## config.mk

```make
export PLATFORM = sky130hd
export DESIGN_NAME = simon_controller
export DESIGN_NICKNAME = d
export VERILOG_FILES = /design/src/rtl/simon_controller.sv
export SDC_FILE = /design/constraint.sdc
export NUM_CORES = 1
export LEC_CHECK = 0
export BUFFER_PORTS_ARGS = -buffer_cell sky130_fd_sc_hd__buf_2
export CAP_MARGIN = 30
export CELL_PAD_IN_SITES_DETAIL_PLACEMENT = 1
export CELL_PAD_IN_SITES_GLOBAL_PLACEMENT = 2
export CORE_MARGIN = 4
export CORE_UTILIZATION = 36
export DETAILED_ROUTE_END_ITERATION = 10
export PLACE_DENSITY_LB_ADDON = 0.12
export SYNTH_ARGS = -nofsm -noshare
export SYNTH_HDL_FRONTEND = slang
export SYNTH_SLANG_ARGS = --single-unit
```

## constraint.sdc

```tcl
create_clock -name clk -period 3.3 [get_ports clk]
set_input_delay 0.66 -clock clk [delete_from_list [all_inputs] [get_ports clk]]
set_output_delay 0.66 -clock clk [all_outputs]
set_load 0.1 [all_outputs]
```

## src/rtl/simon_controller.sv

```systemverilog
// Simon sequencing FSM: game state, stored-pattern count and playback/repeat index.
// Updates land on the qualifying clk edge; mem_we/mem_addr are decoded from state, no backpressure.
module simon_controller #(
  parameter int ADDR_W = 6
) (
  input  logic              clk,
  input  logic              rst_n,
  input  logic              level,
  input  logic              pattern_ok,
  input  logic              match,
  output logic              level_q,
  output logic [ADDR_W-1:0] mem_addr,
  output logic              mem_we,
  output logic [2:0]        mode_leds,
  output logic              win,
  output logic              lose
);

  typedef enum logic [1:0] {
    S_INPUT    = 2'd0,
    S_PLAYBACK = 2'd1,
    S_REPEAT   = 2'd2,
    S_DONE     = 2'd3
  } state_t;

  localparam logic [ADDR_W:0]   DEPTH_C  = {1'b1, {ADDR_W{1'b0}}};
  localparam logic [ADDR_W:0]   CNT_ONE  = {{ADDR_W{1'b0}}, 1'b1};
  localparam logic [ADDR_W-1:0] IDX_ONE  = {{(ADDR_W-1){1'b0}}, 1'b1};
  localparam logic [2:0]        LED_INPUT    = 3'b001;
  localparam logic [2:0]        LED_PLAYBACK = 3'b010;
  localparam logic [2:0]        LED_REPEAT   = 3'b100;
  localparam logic [2:0]        LED_DONE     = 3'b111;

  state_t            state, state_nxt;
  logic [ADDR_W:0]   count, count_nxt;
  logic [ADDR_W-1:0] idx, idx_nxt;
  logic              first, first_nxt;
  logic              win_nxt, lose_nxt, level_q_nxt;
  logic [2:0]        mode_nxt;
  logic              last;
  logic              full;

  // Index compare is done at count width so count==DEPTH still finds its last slot.
  assign last = ({1'b0, idx} == (count - CNT_ONE));
  assign full = (count == DEPTH_C);

  always_comb begin
    state_nxt   = state;
    count_nxt   = count;
    idx_nxt     = idx;
    first_nxt   = first;
    win_nxt     = win;
    lose_nxt    = lose;
    level_q_nxt = first ? level : level_q;
    case (state)
      S_INPUT: begin
        if (pattern_ok) begin
          count_nxt = count + CNT_ONE;
          first_nxt = 1'b0;
          idx_nxt   = '0;
          state_nxt = S_PLAYBACK;
        end
      end
      S_PLAYBACK: begin
        if (last) begin
          idx_nxt   = '0;
          state_nxt = S_REPEAT;
        end else begin
          idx_nxt = idx + IDX_ONE;
        end
      end
      S_REPEAT: begin
        if (!match) begin
          lose_nxt  = 1'b1;
          idx_nxt   = '0;
          state_nxt = S_DONE;
        end else if (!last) begin
          idx_nxt = idx + IDX_ONE;
        end else if (full) begin
          win_nxt   = 1'b1;
          idx_nxt   = '0;
          state_nxt = S_DONE;
        end else begin
          state_nxt = S_INPUT;
        end
      end
      S_DONE: begin
        idx_nxt = last ? '0 : idx + IDX_ONE;
      end
      default: begin
        state_nxt = S_INPUT;
      end
    endcase

    case (state_nxt)
      S_INPUT:    mode_nxt = LED_INPUT;
      S_PLAYBACK: mode_nxt = LED_PLAYBACK;
      S_REPEAT:   mode_nxt = LED_REPEAT;
      default:    mode_nxt = LED_DONE;
    endcase
  end

  always_ff @(posedge clk or negedge rst_n) begin
    if (!rst_n) begin
      state     <= S_INPUT;
      count     <= '0;
      idx       <= '0;
      first     <= 1'b1;
      level_q   <= 1'b0;
      win       <= 1'b0;
      lose      <= 1'b0;
      mode_leds <= LED_INPUT;
    end else begin
      state     <= state_nxt;
      count     <= count_nxt;
      idx       <= idx_nxt;
      first     <= first_nxt;
      level_q   <= level_q_nxt;
      win       <= win_nxt;
      lose      <= lose_nxt;
      mode_leds <= mode_nxt;
    end
  end

  assign mem_we   = (state == S_INPUT) & pattern_ok;
  assign mem_addr = (state == S_INPUT) ? count[ADDR_W-1:0] : idx;

endmodule

```

== Word level (Yosys, flattened, before mapping) ==
Cells that the tools add are included.

* Register bits after elaboration: 22
* Bits of input ports: 5
* Output and inout port bits: 13
* Word-level logic and storage cells: 43

* $add $sub $neg: 3
* Equality and inequality tests: 9
* Muxes and demuxes: 14
* Bitwise gates (word level): 2
* Reductions and logical operators: 7

{| class="wikitable"
|+ Operator list
! cell !! number
|-
| $mux W6 || 6
|-
| $pmux W6 S3 || 1
|-
| $mux W2 || 5
|-
| $pmux W3 S3 || 1
|-
| $add A7 B1 Y7 const B || 1
|-
| $eq A6 B7 Y1 || 1
|-
| $eq A7 B7 Y1 const B || 1
|-
| $sub A7 B1 Y7 const B || 1
|-
| $add A6 B1 Y6 const B || 1
|-
| $eq A2 B2 Y1 const B || 3
|-
| $pmux W2 S3 || 1
|-
| $reduce_and A2 Y1 || 3
|-
| $eq A2 B1 Y1 const B || 2
|-
| $logic_not A2 Y1 || 2
|-
| $ne A4 B4 Y1 const B || 1
|-
| $reduce_and A4 Y1 || 1
|-
| $ne A2 B2 Y1 const B || 1
|-
| $reduce_or A2 Y1 || 1
|-
| $and A1 B1 Y1 || 1
|-
| $not A1 Y1 || 1
|}

== Logic depth before layout (Yosys ltp) ==
Gate-level depths: netlist (run 1).

* Depth after elaboration: 7
* Mapped depth: 11
* Depth with buffers taken out: 10

== Least setup slack after synthesis (run 1) ==
No wires, ideal clock.

* Path type: register to register
* Start: register count[0]
* End: register mode_leds[2]
* Setup time: 0.127 ns
* Arrival: 2.786 ns
* Data required time: 3.173 ns
* Slack: 0.386 ns
* Cell stages (with the launch flop): 12
* Path buffers: 1
* Clock period less this slack: 2.914 ns
* Cells stage by stage: dfrtp_1 clkbuf_1 inv_1 ha_1 and2b_1 or3_1 a31o_1 nor3_4 nand4_1 a211o_1 ha_1 or2_2

* Longest elaborated chain between the ends: 7
* Elaborated cells between the ends (all ways): 12
* Classes of those cells: add/sub (1); eq/ne (4); mux (6); reduce/logical (1)

{| class="wikitable"
|+ Ends and longest elaborated chain
! item !! RTL line !! RTL
|-
| start: declaration || 35 || <nowiki>logic [ADDR_W:0] count, count_nxt;</nowiki>
|-
| start signal: assignment || 115 || <nowiki>count <= count_nxt;</nowiki>
|-
| $sub A7 B1 Y7 or $eq A7 B7 Y1 (tied branches) || 44, 45 ||
|-
| $eq A6 B7 Y1 or $mux W2 (tied branches) || 44, 79 ||
|-
| $mux W2 || 77 || <nowiki>end else if (!last) begin</nowiki>
|-
| $mux W2 || 73 || <nowiki>if (!match) begin</nowiki>
|-
| $pmux W2 S3 * || 55 || <nowiki>case (state)</nowiki>
|-
| $eq A2 B2 Y1, or another cell as far along || 95 || <nowiki>case (state_nxt)</nowiki>
|-
| $pmux W3 S3 * || 95 ||
|-
| named net mode_nxt[2] || 39 || <nowiki>logic [2:0] mode_nxt;</nowiki>
|-
| end signal: assignment || 121 || <nowiki>mode_leds <= mode_nxt;</nowiki>
|-
| end: declaration || 14 || <nowiki>output logic [2:0] mode_leds,</nowiki>
|}

The timed path passes the listed nets; every way through them passes the cells marked *.
A chain may end at the register's enable or synchronous reset.

== Worst setup path in the final report (run 1) ==
Same ends and word-level chain as after synthesis.

==> results.cfg, run 1 <==
[outcome]
outcome = finished clean

[routing]
drt_iter0_drc = 45
vias = 932
detail-route-antenna-nets = 0
vias_per_cell = 5.07
drcViolationCount = 0
drtPass1Iterations = 4
routedWlPerCell_um = 14.4
wl_mm = 2.65

[timing]
setup_viol = 0
slew_headroom = 0.676
finalMaxSlewViolations = 0
fin_skew_ns = 0.00265
setup_tns_ns = 0
finalHoldViolCount = 0
fin_crit_ns = 3.09
fmax_ghz = 0.323
finalCritPeriodShare = 0.937
worst_pin_slew_ns = 0.490
rsz0062_at_grt = false

[yosys]
synth_warnings = 0
syn_area_mm2 = 0.00129
synth_cells = 124
yosysSeqAreaShare = 0.409
synth_top_area_frac = 0.369
syn_area_per_cell_um2 = 10.4
ys_async_sr_fraction = 1.00
ys_ff_latch = 21
yosys.area.top_type = dfrtp_1
yosys-top-cells-area = dfrtp_1, mux2_2, ha_1, xnor2_1, xor2_1
synthesis.nets = 135
synth_ff_type = dfrtp_1
synth.distinct_cells = 43
synth_edf_count = 0

[die]
die_h_um = 67.9
io_pins = 18
rows = 21
initial_utilization = 0.381
die_w_um = 67.9
core_area_mm2 = 0.00339
dieArea_mm2 = 0.00460

[setup_path]
start_kind = flip-flop
r2r_end = mode_leds[2]
regToRegSetupSlack_ns = 0.21
path_class = flip-flop to flip-flop
r2r-start = count[0]
cp_data_arrival_time_ns = 3.29
r2r_cells = 10
crit_required_ns = 3.50
endpoint_kind = flip-flop
path_max_fanout = 8

[clock_network]
cts_tree = yes
path_clk_slew_ns = 0.11
clkLatencyLatePin_ns = 0.30
cts_max_path_buffers = 2
cts_root_buf = clkbuf_4
numCtsBuffers = 3
htreeDepth = 1
cts_resized = 0
hold_buffers = 0
cts_setup_buffers = 0
cts.sinks = 21

[place]
io_buffers = 17
dp_hpwl_mm = 2.07
dp.cells = 180
place.gp.congestion = 0.779

[cells_and_area]
drive_above_1_share = 0.275
multiInputGateArea_um2 = 704
fin_cells = 184
area_delta_synth_final_pct = 10.4
nNetsFinal = 150
final-seq-area_um2 = 528
num_antenna_cells = 0
n_fill_cell = 408

[grt]
first_global_vias = 950
track_usage = 0.136
grt_pass1_wl_mm = 4.60
overflow = 0
antenna_found_initial = 0
grt_max_degree = 22

[worst_hold_path]
hold_class = input pin to async pin

[run]
drv_cap = 0
[through the flow]
step / hold WS (ns) / cell area (um2) / worst slack [ns] / utilization
6_report: 0.289 / 1420 / 0.208 / 0.420
5_1_grt: 0.320 / 1420 / 0.0988 / 0.420
4_1_cts: 0.303 / 1420 / 0.218 / 0.420
3_5_place_dp: 0.441 / 1400 / 0.234 / 0.412
3_3_place_gp: 0.435 / 1400 / 0.371 / 0.412
2_1_floorplan: 0.364 / 1290 / 0.386 / -
[flip-flops by register name, summed over array words and instances (netlist names)]
signal / flops
count: 7
idx: 6
mode_leds: 3
first: 1
level_q: 1
lose: 1
state: 1
win: 1
[worst max-delay path: stages, from the launching register on]
cell,delay (ns)
dfrtp_1,0.51
inv_1,0.11
ha_1,0.29
and2b_1,0.18
or3_1,0.34
a31o_1,0.25
nor3_4,0.31
nand4_1,0.22
a211o_1,0.32
ha_1,0.19
or2_2,0.26
[cells in the final DEF, fill, tap and decap left out, types with 3 or more instances in the layout]
master,instances
xor2_1,7
ha_1,6
xnor2_1,8
nand3_1,8
dfrtp_1,19
a22o_1,3
inv_1,4
nand2_1,6
nor2_1,9
mux2_2,8
buf_2,17
clkbuf_4,3
nor3_1,3
[per-layer routing]
metal	vias up	share of wire	global-route usage
met3	5	0.030	0.0197
met2	13	0.47	0.215
met1	450	0.48	0.186
li1	464	-	-
met5	-	0	0
met4	0	0.018	0.0521
[area by class of cell]
type	count	area share
Clock buffer	4	0.0185
Inverter	4	0.0105
Tap cell	46	0.0404
Multi-Input combinational cell	91	0.495
Timing Repair Buffer	18	0.0650
Sequential cell	21	0.371
[synthesized netlist by cell type, types with 2 or more instances]
cell,count
mux2_2,8
ha_1,6
o21ai_0,2
a22o_1,3
xor2_1,7
nand3_1,8
xnor2_1,8
a21oi_1,2
clkbuf_1,5
inv_1,4
a221o_1,2
nor2_1,9
dfrtp_1,19
nor3_1,3
or3_1,2
and2_1,2
dfstp_2,2
and3b_1,2
nand2_1,6
[worst max-delay path by stage]
stage             start           end
4_1_cts        count[0]  mode_leds[2]
3_5_place_dp   count[0]  mode_leds[2]
2_1_floorplan  count[0]  mode_leds[2]
3_3_place_gp   count[0]  mode_leds[2]
6_report       count[0]  mode_leds[2]
5_1_grt        count[0]  mode_leds[2]
[logic make-up after synthesis]
group	share of synthesized area
muxes	0.0698
xor gates and xnor gates	0.102
adders and majority gates	0.0582
AOI/OAI and AO/OA	0.103
and+or+nand+nor	0.213
DFF	0.409
buffers and inverters	0.0446
Power of run 1 is left out: the tool's default activity adds up to more than one toggle a clock period on the data nets, which glitch-free logic cannot reach.
==> run 2, diff against run 1 <==
--- a/config.mk
+++ b/config.mk
@@ -5,12 +5,13 @@
 export SDC_FILE = /design/constraint.sdc
 export NUM_CORES = 1
 export LEC_CHECK = 0
+export ABC_AREA = 1
 export BUFFER_PORTS_ARGS = -buffer_cell sky130_fd_sc_hd__buf_2
 export CAP_MARGIN = 30
 export CELL_PAD_IN_SITES_DETAIL_PLACEMENT = 1
 export CELL_PAD_IN_SITES_GLOBAL_PLACEMENT = 2
 export CORE_MARGIN = 4
-export CORE_UTILIZATION = 36
+export CORE_UTILIZATION = 32
 export DETAILED_ROUTE_END_ITERATION = 10
 export PLACE_DENSITY_LB_ADDON = 0.12
 export SYNTH_ARGS = -nofsm -noshare
==> run 2 against run 1 <==
Final cell count grew 41%. Hold slack gained 0.071 ns. Highest routed layer unchanged. Register-to-register slack gained 0.66 ns. Largest cell class unchanged.
==> results.cfg, run 2 <==
[outcome]
outcome = finished clean

[setup_path]
regToRegSetupSlack_ns = 0.87
endpoint_kind = output pin
cp_slowest_stage_delay_ns = 0.50
path_max_fanout = 12
critPathTopFamily = buffers and inverters
r2r-start = count[0]
path_buf_inv = 2
cp_data_arrival_time_ns = 1.80
crit_required_ns = 2.64
path_cells = nor2_1, buf_4, nor2_1, a21oi_1, buf_2
r2r_end = mode_leds[2]
critPathSlowestCell = dfrtp_1
r2r_cells = 13
critPathMostFrequentCell = nor2_1
path_class = flip-flop to output pin
start_kind = flip-flop

[clock_network]
numCtsBuffers = 3
cts.sinks = 21
clkLatencyLatePin_ns = 0.26
path_clk_slew_ns = 0.08
cts_resized = 0
cts_tree = yes
cts_setup_buffers = 0
hold_buffers = 0
cts_root_buf = clkbuf_8
cts_max_path_buffers = 2
htreeDepth = 1

[yosys]
synthesis.nets = 202
synth_compound_area_frac = 0.0586
synthXorXnorAreaFrac = 0.0631
muxShareOfSynthArea = 0
synth_ff_type = dfrtp_1
synth.distinct_cells = 28
syn_area_per_cell_um2 = 7.26
synth_commonest_cells = nand2_1, inv_1, dfrtp_1
synth-simple-area-share = 0.353
synth_top_family_by_area = simple AND/OR/NAND/NOR gates
synthAdderAreaFrac = 0.0541
synth_warnings = 0
syn_area_mm2 = 0.00139
synth.most_common_cell = nand2_1
ys_async_sr_fraction = 1.00
ys_ff_latch = 21
synth_top_area_frac = 0.343
yosys.area.top_type = dfrtp_1
synth_edf_count = 0
yosys-top-cells-area = dfrtp_1, nand2_1, inv_1, ha_1, nand3_1
yosysSeqAreaShare = 0.381
synth_cells = 191

[timing]
finalHoldViolCount = 0
holdWs_ns = 0.361
finalMaxSlewViolations = 0
fmax_ghz = 0.407
setup_slack_ns = 0.841
fin_skew_ns = 0.00131
fin_crit_ns = 2.46
finalCritPeriodShare = 0.745
rsz0062_at_grt = false
worst_pin_slew_ns = 0.612
setup_viol = 0
slew_headroom = 0.589

[routing]
routedWlPerCell_um = 14.2
wl_met2_mm = 1.92
wl_mm = 3.67
vias_per_cell = 4.81
drtPass1Iterations = 4
drcViolationCount = 0
vias = 1246
met3_length_um = 94
detail-route-antenna-nets = 0
drt-met1-wl_mm = 1.62
drt_iter0_drc = 26
dr.max_layer_used = met4

[grt]
first_global_vias = 1308
antenna_found_initial = 0
grt_max_degree = 22
track_usage = 0.149
grt_pass1_wl_mm = 6.16
overflow = 0

[pwr]
peakVddDrop_v = 0.000287
p_per_area_mw_per_mm2 = 683
power_mw = 1.07
p_leak_nw = 0.837

[cells_and_area]
top_register = count
drive_above_1_share = 0.182
nNetsFinal = 221
largest_reg_flops = 7
area_delta_synth_final_pct = 12.4
reg.largest.list = count (7), idx (6), mode_leds (3)
layout_commonest_cell = nand2_1
num_antenna_cells = 0
final_util = 0.382
final_cell_mix = nand2_1, inv_1, dfrtp_1, buf_2, nand3_1

[place]
pre_cts_ws_ns = 0.839
place.gp.congestion = 0.796
dp_hpwl_mm = 2.97
io_buffers = 17

[die]
core_area_mm2 = 0.00409
die_h_um = 73.9
rows = 23
die_w_um = 73.9
initial_utilization = 0.340
dieArea_mm2 = 0.00545
io_pins = 18

[worst_hold_path]
hold_class = input pin to async pin

[run]
drv_cap = 0
-- run 2: cell count changes after synthesis, sizes merged, moves of 5 or more --
cell | before | now
o21ai | 2 | 11
nand2 | 7 | 71
nor2 | 9 | 16
xnor2 | 8 | 3
nand3 | 8 | 14
mux2 | 8 | 0
inv | 4 | 26
-- run 2: cell families after synthesis --
kind of cell | count (synthesis)
AO/OA/AOI/OAI | 15
XOR/XNOR | 10
adder cells (fa/ha/maj) | 6
buffers and inverters | 30
flip-flops | 21
AND/OR/NAND/NOR | 109
-- run 2: how the worst max path moves through the flow --
| stage | start | slack (ns) | depth (start not counted) | to |
|---|---|---|---|---|
| floorplan | mode_leds[1] | -0.26 | 4 | mem_addr[2] |
| global placement | count[0] | 0.98 | 13 | mode_leds[2] |
| detailed placement | count[0] | 0.84 | 13 | mode_leds[2] |
| CTS | mode_leds[1] | 0.80 | 5 | mem_addr[0] |
| global route | count[0] | 0.65 | 13 | mode_leds[2] |
| finish | mode_leds[1] | 0.84 | 5 | mem_addr[0] |
-- run 2: report_power, final --
group          switching (mW)  total (mW)  internal, mW
Sequential             0.0624       0.358         0.296
Clock                  0.0847       0.171        0.0860
Combinational           0.415       0.537         0.122
Total                   0.562        1.07         0.504
-- run 2: area by class of cell --
type	count	area (um2)
Clock buffer	4	45.0
Timing Repair Buffer	18	92.6
Tap cell	50	62.6
Inverter	26	97.6
Sequential cell	21	528
Fill cell	537	2530
Multi-Input combinational cell	140	734
-- run 2: metrics by stage --
stage / area [um2] / TNS, ns / std cells
CTS: 1560 / 0 / 259
global placement: 1520 / 0 / 255
detailed placement: 1520 / 0 / 255
finish: 1560 / 0 / 259
floorplan: 1390 / -1.03 / 191
global route: 1560 / 0 / 259
-- run 2: layer usage --
| layer | global-route usage | vias to the layer above |
|---|---|---|
| li1 | - | 630 |
| met5 | 0 | - |
| met3 | 0.0219 | 4 |
| met1 | 0.175 | 597 |
| met2 | 0.275 | 15 |
| met4 | 0.0463 | 0 |
No activity file was read; power rests on OpenSTA's default activity.
==> run 3, diff against run 2 <==
==> constraint.sdc (replaced) <==
create_clock -name clk -period 2.5 [get_ports clk]
set_input_delay 0.5 -clock clk [delete_from_list [all_inputs] [get_ports clk]]
set_output_delay 0.5 -clock clk [all_outputs]
set_load 0.1 [all_outputs]
==> run 3 against run 2 <==
Hold slack worse by 0.17 ns. Final cell count is 0.39% higher. Via count grew 2.1%. Worst setup slack worse by 0.61 ns. Largest cell class unchanged. Non-clock buffer count increased by 1. Critical endpoint is now mode_leds[2]. Final area rose by 7.5%. Routed wire length is 1.5% lower.
==> results.cfg, run 3 (synthesized netlist as in run 2, its figures left out) <==
[cells_and_area]
area_delta_synth_final_pct = 20.8
fin_area_mm2 = 0.00168
final_util = 0.410
largest_reg_flops = 7
top_register = count
final_cell_mix = nand2_1, inv_1, dfrtp_1, nand3_1, nor2_1
reg.largest.list = count (7), idx (6), mode_leds (3)
nNetsFinal = 222
fin_cells = 260
n_fill_cell = 537
layout_commonest_cell = nand2_1
final-seq-area_um2 = 531
num_antenna_cells = 0
drive_above_1_share = 0.205
multiInputGateArea_um2 = 751

[routing]
vias_per_cell = 4.89
wl_met2_mm = 1.88
detail-route-antenna-nets = 0
drt-met1-wl_mm = 1.56
drcViolationCount = 0
routedWlPerCell_um = 13.9
dr.max_layer_used = met4
drt_iter0_drc = 54
met3_length_um = 97
drtPass1Iterations = 3
wl_mm = 3.62
vias = 1272

[pwr]
pwr-share-clk = 0.145
p_switching_mw = 0.781
switching_share = 0.492
p_comb_frac = 0.555
intPower_mw = 0.806
p_leak_nw = 0.873
power_mw = 1.59
p_per_area_mw_per_mm2 = 946
power.share.sequential = 0.300
peakVddDrop_v = 0.000336

[place]
place.gp.congestion = 0.835
dp_hpwl_mm = 2.91
place_area_mm2 = 0.00162
io_buffers = 17
pre_cts_ws_ns = 0.135
dp.cells = 256

[timing]
finalMaxSlewViolations = 0
setup_viol = 0
fin_crit_ns = 2.26
fmax_ghz = 0.442
setup_slack_ns = 0.235
fin_skew_ns = 0.00142
finalHoldViolCount = 0
slew_headroom = 0.525
finalCritPeriodShare = 0.906
worst_pin_slew_ns = 0.706

[clock_network]
cts_max_path_buffers = 2
hold_buffers = 0
htreeDepth = 1
cts_tree = yes
cts_root_buf = clkbuf_8
path_clk_slew_ns = 0.08
cts_resized = 0
clkLatencyLatePin_ns = 0.26
numCtsBuffers = 3
cts.sinks = 21
cts_setup_buffers = 0

[setup_path]
start_kind = flip-flop
crit_required_ns = 2.65
path_max_fanout = 5
path_class = flip-flop to flip-flop
endpoint_kind = flip-flop
cp_data_arrival_time_ns = 2.41

[die]
initial_utilization = 0.340
die_w_um = 73.9
rows = 23
dieArea_mm2 = 0.00545
die_h_um = 73.9
io_pins = 18
core_area_mm2 = 0.00409

[grt]
antenna_found_initial = 0
track_usage = 0.155
first_global_vias = 1403
grt_pass1_wl_mm = 6.49
overflow = 0
grt_max_degree = 22

[outcome]
outcome = finished clean

[worst_hold_path]
hold_class = input pin to async pin

[run]
drv_cap = 0
-- run 3: critical path, stage by stage (launching register included) --
cell and delay, ns:
dfrtp_2 0.45, inv_1 0.15, ha_4 0.18, nand2_2 0.07
nor2_1 0.10, nand2_1 0.06, nand2_1 0.08, nand2_2 0.07
nor2_4 0.15, nand3_1 0.12, nand2_1 0.08, nand2_1 0.07
nand2_2 0.11, inv_2 0.03, ha_1 0.17, or2_2 0.26
-- run 3: per-layer routing --
layer | vias to the layer above | track usage
met4 | 0 | 0.0584
li1 | 628 | -
met3 | 7 | 0.0233
met5 | - | 0
met2 | 14 | 0.274
met1 | 623 | 0.187
-- run 3: path summary, 6_finish.rpt --
path / startpoint / end / slack (ns) / depth (start not counted)
max reg2reg: count[0] / mode_leds[2] / 0.24 / 15
max in group asynchronous: rst_n / count[1] / 1.93 / 1
min reg2reg: lose / lose / 0.46 / 1
max: count[0] / mode_leds[2] / 0.24 / 15
min in group clk: level / level_q / 0.44 / 3
min: rst_n / count[4] / 0.19 / 1
-- run 3: stage by stage --
stage,setup TNS (ns),hold WS [ns]
floorplan,-0.682,0.204
global placement,0,0.436
detailed placement,0,0.442
CTS,0,0.218
global route,-0.00115,0.234
finish,0,0.194
-- run 3: area by class of cell --
cell class	instances	area share
Multi-Input combinational cell	140	0.448
Sequential cell	21	0.316
Timing Repair Buffer	19	0.113
Clock buffer	4	0.0269
Inverter	26	0.0582
Tap cell	50	0.0373
-- run 3: power by group through the flow --
stage	sequential (mW)	combinational, mW	clock, mW
final	0.475	0.881	0.231
after global routing	0.487	0.953	0.259
after CTS	0.476	0.887	0.243
after detailed placement	0.481	0.882	0
after global placement	0.478	0.869	0
after floorplan	0.470	0.597	0
